==> src/rtl/cache_pkg.sv <==
// Shared cache read-path types: AXI burst encodings and the beat-generator FSM states.
package cache_pkg;

    typedef enum logic [1:0] {
        BURST_FIXED = 2'b00,
        BURST_INCR  = 2'b01,
        BURST_WRAP  = 2'b10
    } burst_t;

    typedef enum logic [0:0] {
        FSM_IDLE = 1'b0,
        FSM_SEND = 1'b1
    } fsm_t;

endpackage

==> src/rtl/line_beat_extractor_if.sv <==
// Request descriptor and cache-side R channel between line select and AXI response logic.
interface line_beat_extractor_if #(
    parameter int LINE_BYTES = 8,
    parameter int DATA_BYTES = 1
);
    localparam int OFF_W = $clog2(LINE_BYTES);

    logic                    req_valid;
    logic                    req_ready;
    logic [LINE_BYTES*8-1:0] req_line;
    logic [OFF_W-1:0]        req_offset;
    logic [7:0]              req_len;
    logic [1:0]              req_burst;
    logic [DATA_BYTES*8-1:0] caRDATA;
    logic                    caRVALID;
    logic                    caRREADY;
    logic                    caRLAST;
    logic                    busy;

    modport master (
        output req_valid, req_line, req_offset, req_len, req_burst, caRREADY,
        input  req_ready, caRDATA, caRVALID, caRLAST, busy
    );

    modport slave (
        input  req_valid, req_line, req_offset, req_len, req_burst, caRREADY,
        output req_ready, caRDATA, caRVALID, caRLAST, busy
    );

endinterface

==> src/rtl/byte_lane_select.sv <==
// Combinational lane mux: picks DATA_BYTES bytes of a line starting at a beat-aligned byte offset.
module byte_lane_select #(
    parameter int LINE_BYTES = 8,
    parameter int DATA_BYTES = 1
) (
    input  logic [LINE_BYTES*8-1:0]         line_i,
    input  logic [$clog2(LINE_BYTES)-1:0]   offset_i,
    output logic [DATA_BYTES*8-1:0]         data_o
);
    localparam int DATA_W = DATA_BYTES * 8;

    // Offset is beat-aligned, so the selected window never runs past the line end.
    assign data_o = DATA_W'(line_i >> {offset_i, 3'b000});

endmodule

==> src/rtl/line_beat_extractor.sv <==
// Streams a latched cache line as FIXED/INCR/WRAP beats; 1-cycle accept-to-first-beat, outputs held under backpressure.
// WRAP addressing exists only when WRAP_BURST_EN is defined; otherwise WRAP requests run as INCR.
module line_beat_extractor
    import cache_pkg::*;
#(
    parameter int LINE_BYTES = 8,
    parameter int DATA_BYTES = 1
) (
    input  logic                 clk,
    input  logic                 rst,
    line_beat_extractor_if.slave bus
);
    localparam int OFF_W  = $clog2(LINE_BYTES);
    localparam int LINE_W = LINE_BYTES * 8;
    localparam int DATA_W = DATA_BYTES * 8;

    localparam logic [OFF_W-1:0] STEP  = OFF_W'(DATA_BYTES);
    localparam logic [OFF_W-1:0] ALIGN = ~OFF_W'(DATA_BYTES - 1);

    localparam logic [0:0] ST_IDLE = FSM_IDLE;
    localparam logic [0:0] ST_SEND = FSM_SEND;

    logic [0:0]        state_q, state_d;
    logic [LINE_W-1:0] line_q,  line_d;
    logic [OFF_W-1:0]  off_q,   off_d;
    logic [7:0]        cnt_q,   cnt_d;
    burst_t            burst_q, burst_d;
    logic [DATA_W-1:0] data_q,  data_d;
    logic              last_q,  last_d;

    logic              accept;
    logic              beat_done;
    logic [OFF_W-1:0]  req_off_al;
    logic [OFF_W-1:0]  off_inc;
    logic [OFF_W-1:0]  off_nxt;
    burst_t            burst_in;
    logic [LINE_W-1:0] sel_line;
    logic [OFF_W-1:0]  sel_off;
    logic [DATA_W-1:0] lane_dat;

`ifdef WRAP_BURST_EN
    logic [OFF_W-1:0]  mask_q, mask_d;
    logic [OFF_W-1:0]  wrap_mask_in;
    logic              wrap_ok;
    int                container;

    // Wrap container must be a power of two that fits in the line, else the burst degrades to INCR.
    always_comb begin
        container    = (int'(bus.req_len) + 1) * DATA_BYTES;
        wrap_ok      = ((container & (container - 1)) == 0) && (container <= LINE_BYTES);
        wrap_mask_in = OFF_W'(container - 1);
    end
`endif

    assign accept     = (state_q == ST_IDLE) && bus.req_valid;
    assign beat_done  = (state_q == ST_SEND) && bus.caRREADY;
    assign req_off_al = bus.req_offset & ALIGN;

    always_comb begin
        burst_in = BURST_INCR;
        case (bus.req_burst)
            2'b00:   burst_in = BURST_FIXED;
`ifdef WRAP_BURST_EN
            2'b10:   burst_in = wrap_ok ? BURST_WRAP : BURST_INCR;
`endif
            default: burst_in = BURST_INCR;
        endcase
    end

    always_comb begin
        off_inc = off_q + STEP;
        off_nxt = off_inc;
        case (burst_q)
            BURST_FIXED: off_nxt = off_q;
`ifdef WRAP_BURST_EN
            BURST_WRAP:  off_nxt = (off_q & ~mask_q) | (off_inc & mask_q);
`endif
            default:     off_nxt = off_inc;
        endcase
    end

    // One mux serves both the first beat (straight from the request) and every following beat.
    assign sel_line = accept ? bus.req_line : line_q;
    assign sel_off  = accept ? req_off_al   : off_nxt;

    byte_lane_select #(
        .LINE_BYTES (LINE_BYTES),
        .DATA_BYTES (DATA_BYTES)
    ) u_lane_sel (
        .line_i   (sel_line),
        .offset_i (sel_off),
        .data_o   (lane_dat)
    );

    always_comb begin
        state_d = state_q;
        line_d  = line_q;
        off_d   = off_q;
        cnt_d   = cnt_q;
        burst_d = burst_q;
        data_d  = data_q;
        last_d  = last_q;
`ifdef WRAP_BURST_EN
        mask_d  = mask_q;
`endif
        if (accept) begin
            state_d = ST_SEND;
            line_d  = bus.req_line;
            off_d   = req_off_al;
            cnt_d   = bus.req_len;
            burst_d = burst_in;
            data_d  = lane_dat;
            last_d  = (bus.req_len == 8'd0);
`ifdef WRAP_BURST_EN
            mask_d  = wrap_mask_in;
`endif
        end else if (beat_done) begin
            if (cnt_q == 8'd0) begin
                state_d = ST_IDLE;
                last_d  = 1'b0;
            end else begin
                cnt_d  = cnt_q - 8'd1;
                off_d  = off_nxt;
                data_d = lane_dat;
                last_d = (cnt_q == 8'd1);
            end
        end
    end

    always_ff @(posedge clk or posedge rst) begin
        if (rst) begin
            state_q <= ST_IDLE;
            line_q  <= '0;
            off_q   <= '0;
            cnt_q   <= '0;
            burst_q <= BURST_FIXED;
            data_q  <= '0;
            last_q  <= 1'b0;
`ifdef WRAP_BURST_EN
            mask_q  <= '0;
`endif
        end else begin
            state_q <= state_d;
            line_q  <= line_d;
            off_q   <= off_d;
            cnt_q   <= cnt_d;
            burst_q <= burst_d;
            data_q  <= data_d;
            last_q  <= last_d;
`ifdef WRAP_BURST_EN
            mask_q  <= mask_d;
`endif
        end
    end

    assign bus.req_ready = (state_q == ST_IDLE);
    assign bus.caRVALID  = (state_q == ST_SEND);
    assign bus.busy      = (state_q == ST_SEND);
    assign bus.caRDATA   = data_q;
    assign bus.caRLAST   = last_q;

endmodule

==> src/flat_wrapper.sv <==
// flat-port wrapper written by rule: the top's interface ports become plain ports
module line_beat_extractor_flat import cache_pkg::*;
#(
    parameter int LINE_BYTES = 8,
    parameter int DATA_BYTES = 1
)
  (clk, rst, bus_req_valid, bus_req_line, bus_req_offset, bus_req_len, bus_req_burst, bus_caRREADY, bus_req_ready, bus_caRDATA, bus_caRVALID, bus_caRLAST, bus_busy);
  line_beat_extractor_if #(.LINE_BYTES(LINE_BYTES), .DATA_BYTES(DATA_BYTES)) bus_i ();
  input  logic clk;
  input  logic rst;
  input wire logic [$bits(bus_i.req_valid)-1:0] bus_req_valid;
  input wire logic [$bits(bus_i.req_line)-1:0] bus_req_line;
  input wire logic [$bits(bus_i.req_offset)-1:0] bus_req_offset;
  input wire logic [$bits(bus_i.req_len)-1:0] bus_req_len;
  input wire logic [$bits(bus_i.req_burst)-1:0] bus_req_burst;
  input wire logic [$bits(bus_i.caRREADY)-1:0] bus_caRREADY;
  output wire logic [$bits(bus_i.req_ready)-1:0] bus_req_ready;
  output wire logic [$bits(bus_i.caRDATA)-1:0] bus_caRDATA;
  output wire logic [$bits(bus_i.caRVALID)-1:0] bus_caRVALID;
  output wire logic [$bits(bus_i.caRLAST)-1:0] bus_caRLAST;
  output wire logic [$bits(bus_i.busy)-1:0] bus_busy;
  assign bus_i.req_valid = bus_req_valid;
  assign bus_i.req_line = bus_req_line;
  assign bus_i.req_offset = bus_req_offset;
  assign bus_i.req_len = bus_req_len;
  assign bus_i.req_burst = bus_req_burst;
  assign bus_i.caRREADY = bus_caRREADY;
  assign bus_req_ready = bus_i.req_ready;
  assign bus_caRDATA = bus_i.caRDATA;
  assign bus_caRVALID = bus_i.caRVALID;
  assign bus_caRLAST = bus_i.caRLAST;
  assign bus_busy = bus_i.busy;
  line_beat_extractor #(.LINE_BYTES(LINE_BYTES), .DATA_BYTES(DATA_BYTES)) u_core (.clk(clk), .rst(rst), .bus(bus_i));
endmodule
==> config.mk <==
export PLATFORM = sky130hd
export DESIGN_NAME = line_beat_extractor_flat
export DESIGN_NICKNAME = d
export VERILOG_FILES = /design/src/rtl/cache_pkg.sv /design/src/rtl/line_beat_extractor_if.sv /design/src/rtl/byte_lane_select.sv /design/src/rtl/line_beat_extractor.sv /design/src/flat_wrapper.sv
export SDC_FILE = /design/constraint.sdc
export NUM_CORES = 1
export LEC_CHECK = 0
export ABC_AREA = 1
export ABC_CLOCK_PERIOD_IN_PS = 3600
export BUFFER_PORTS_ARGS = -buffer_cell sky130_fd_sc_hd__buf_2
export CORE_MARGIN = 5
export CORE_UTILIZATION = 35
export DETAILED_ROUTE_END_ITERATION = 6
export PLACE_DENSITY = 0.67
export SLEW_MARGIN = 20
export SYNTH_ARGS = -nofsm -noshare
export SYNTH_HDL_FRONTEND = slang
export SYNTH_HIERARCHICAL = 1
export SYNTH_SLANG_ARGS = --single-unit
==> constraint.sdc <==
create_clock -name clk -period 3.6 [get_ports clk]
set_clock_uncertainty 0.2 [all_clocks]
set_input_delay 0.9 -clock clk [delete_from_list [all_inputs] [get_ports clk]]
set_output_delay 0.9 -clock clk [all_outputs]
set_load 0.01 [all_outputs]
==> flow_summary.json <==
{
  "layout.nets": 822,
  "seq_area_frac_synth": 0.4631,
  "root_buffer": "clkbuf_16",
  "vias": 4062,
  "worst_setup_path_start_kind": "input port",
  "synth_cells": 658,
  "tightest_slew_ns": 0.8949,
  "path_clk_slew_ns": 0.06,
  "postCtsHoldBufs": 0,
  "synthFlopType": "dfrtp_1",
  "row_count": 42,
  "grt.overflow.total": 0,
  "die_area_um2": 15680,
  "post-place-cells": 903,
  "yosys_warnings": 6,
  "register_area_um2": 2152,
  "synth_edf_count": 0,
  "cellPowerDensity_nw_per_um2": 974.3,
  "drive_above_1_share": 0.1981,
  "clk_latency_ns": 0.33,
  "peakVddDrop_mv": 0.5165,
  "grt_max_degree": 69,
  "slew_violations": 0,
  "numPortBuffers": 92,
  "fin_hold_ws_ns": 0.2728,
  "dp_hpwl_mm": 8.244,
  "grt_pass1_vias": 3983,
  "finalWirelength_mm": 11.53,
  "cp.required_ns": 3.67,
  "min_path_type": "reg -> reg",
  "async_reset_ff_frac": 1.000,
  "min_period_ns": 2.539,
  "grt_antenna_before_repair": 0,
  "final_common_cell": "nand2_1",
  "wl_per_cell_um": 12.56,
  "ios": 93,
  "ys_ff_latch": 86,
  "critPathMaxFanout": 68,
  "diodes": 0,
  "fin_ws_ns": 1.061,
  "cts_buffer_depth": 2,
  "drv_cap": 0,
  "start_util": 0.3537,
  "syn_nets": 742,
  "cts_setup_buffers": 0,
  "fin_setup_tns_ns": 0,
  "die_x_um": 125.2,
  "synth.avg_cell_area_um2": 7.062,
  "vias_per_cell": 4.425,
  "gp_congestion": 0.8240,
  "crit_arrival_ns": 2.61,
  "place_ws_ns": 0.7018,
  "final_util": 0.4137,
  "critPathCaptureType": "flip-flop",
  "fin_crit_sh": 0.7054,
  "area_growth_pct": 16.96,
  "syn_area_um2": 4647,
  "numCtsBuffers": 9,
  "fmax_ghz": 0.3938,
  "cts_resized": 0,
  "finalSetupViolations": 0,
  "nFillCells": 1406,
  "cts_tree": "yes",
  "post-route-drc-count": 0,
  "fin_cells": 918,
  "hold_violations": 0,
  "die_height_um": 125.2,
  "rsz0062_at_grt": "no",
  "multi_input_area_um2": 1968,
  "detail-route-antenna-nets": 0,
  "ys_types": 28,
  "p_leak_uw": 0.003175,
  "grt_usage": 0.1497,
  "dr.pass1.iters": 4,
  "cts_sinks": 86,
  "crit_type": "in -> reg",
  "layout_common_cells": "nand2_1 (349), buf_2 (92), dfrtp_1 (86)",
  "first_iter_violations": 183,
  "htree_levels": 3,
  "max_slew_margin": 0.4027,
  "core-area_um2": 13140,
  "status": "finished, final reports clean",
  "grt_pass1_wl_mm": 19.24
}
==> per-stage QoR <==
stage                     cell area (µm²)  power, µW
after floorplan                      4647       3973
after global placement               5177       4444
after detailed placement             5177       4492
after CTS                            5435       5354
after global routing                 5435       5845
final                                5435       5295
==> power breakdown <==
group | switching [µW] | internal, µW | leakage, µW
logic | 1870 | 956 | 0.00198
registers | 206 | 1450 | 0.00107
clock network | 356 | 461 | 0.000121
total | 2430 | 2860 | 0.00318
==> final timing paths <==
kind | cells past startpoint | end | slack [ns] | from
max in group asynchronous | 3 | u_core/line_q[34] | 1.98 | rst
setup reg to reg | 14 | u_core/bus.caRDATA[5] | 1.21 | u_core/bus.busy
hold / removal | 2 | u_core/line_q[12] | 0.27 | u_core/line_q[12]
hold reg to reg | 2 | u_core/line_q[12] | 0.27 | u_core/line_q[12]
min in group asynchronous | 2 | u_core/cnt_q[6] | 0.54 | rst
setup / recovery | 14 | u_core/bus.caRDATA[5] | 1.06 | bus_req_valid
==> cell usage after synthesis, types with 2 or more instances <==
cell type | count | area [µm²]
o21ai_1 | 2 | 10.01
ha_1 | 3 | 37.54
o21ai_0 | 3 | 15.01
nand3_1 | 50 | 250.2
nor2_1 | 14 | 52.55
buf_2 | 16 | 80.08
nor2_4 | 3 | 33.78
xnor2_1 | 2 | 17.52
inv_1 | 78 | 292.8
nand2_1 | 349 | 1310
nand4_1 | 2 | 12.51
nor3_1 | 2 | 10.01
buf_4 | 4 | 30.03
inv_2 | 3 | 11.26
nand2_2 | 23 | 143.9
buf_6 | 6 | 67.56
a21oi_1 | 2 | 10.01
dfrtp_1 | 86 | 2152
==> state kept, by name, summed over array words and instances, names as in the netlist <==
name / count
u_core/burst_q: 1
u_core/bus.busy: 1
u_core/bus.caRDATA: 8
u_core/bus.caRLAST: 1
u_core/cnt_q: 8
u_core/line_q: 64
u_core/off_q: 3
==> layout make-up <==
type / instances / share of cell area
Sequential cell: 86 / 0.3959
Multi-Input combinational cell: 460 / 0.3621
Timing Repair Buffer: 99 / 0.09669
Inverter: 82 / 0.05732
Clock buffer: 11 / 0.04282
Tap cell: 176 / 0.04052
Clock inverter: 4 / 0.004604
==> layer usage <==
metal  GRT usage  up-vias  share of wire
met5           0        -              0
met4     0.03635        0         0.0075
met3     0.02772        6          0.047
met2      0.2471      100           0.48
met1      0.2050     1837           0.46
li1            -     2119              -
==> logic make-up (layout without fill, tap and decap cells) <==
| kind of cell | count (synthesis) | count (layout) | synth area share |
|---|---|---|---|
| buffers and inverters | 112 | 196 | 0.1142 |
| xor gates and xnor gates | 2 | 2 | 0.003770 |
| DFF | 86 | 86 | 0.4631 |
| adders and majority gates | 3 | 3 | 0.008078 |
| AOI/OAI and AO/OA | 9 | 9 | 0.01239 |
| and+or+nand+nor | 446 | 446 | 0.3985 |
==> critical path, stage by stage <==
cell and delay, ns:
buf_2 0.08, nand2_2 0.08, inv_2 0.15, buf_4 0.57, nand2_1 0.13, nand2_1 0.12, inv_1 0.05, nand2_2 0.06
nand3_1 0.08, nand2_1 0.11, nand2_1 0.06, nand2_1 0.06, nand2_1 0.05, nand2_1 0.07
No activity file was read; power rests on OpenSTA's default activity.
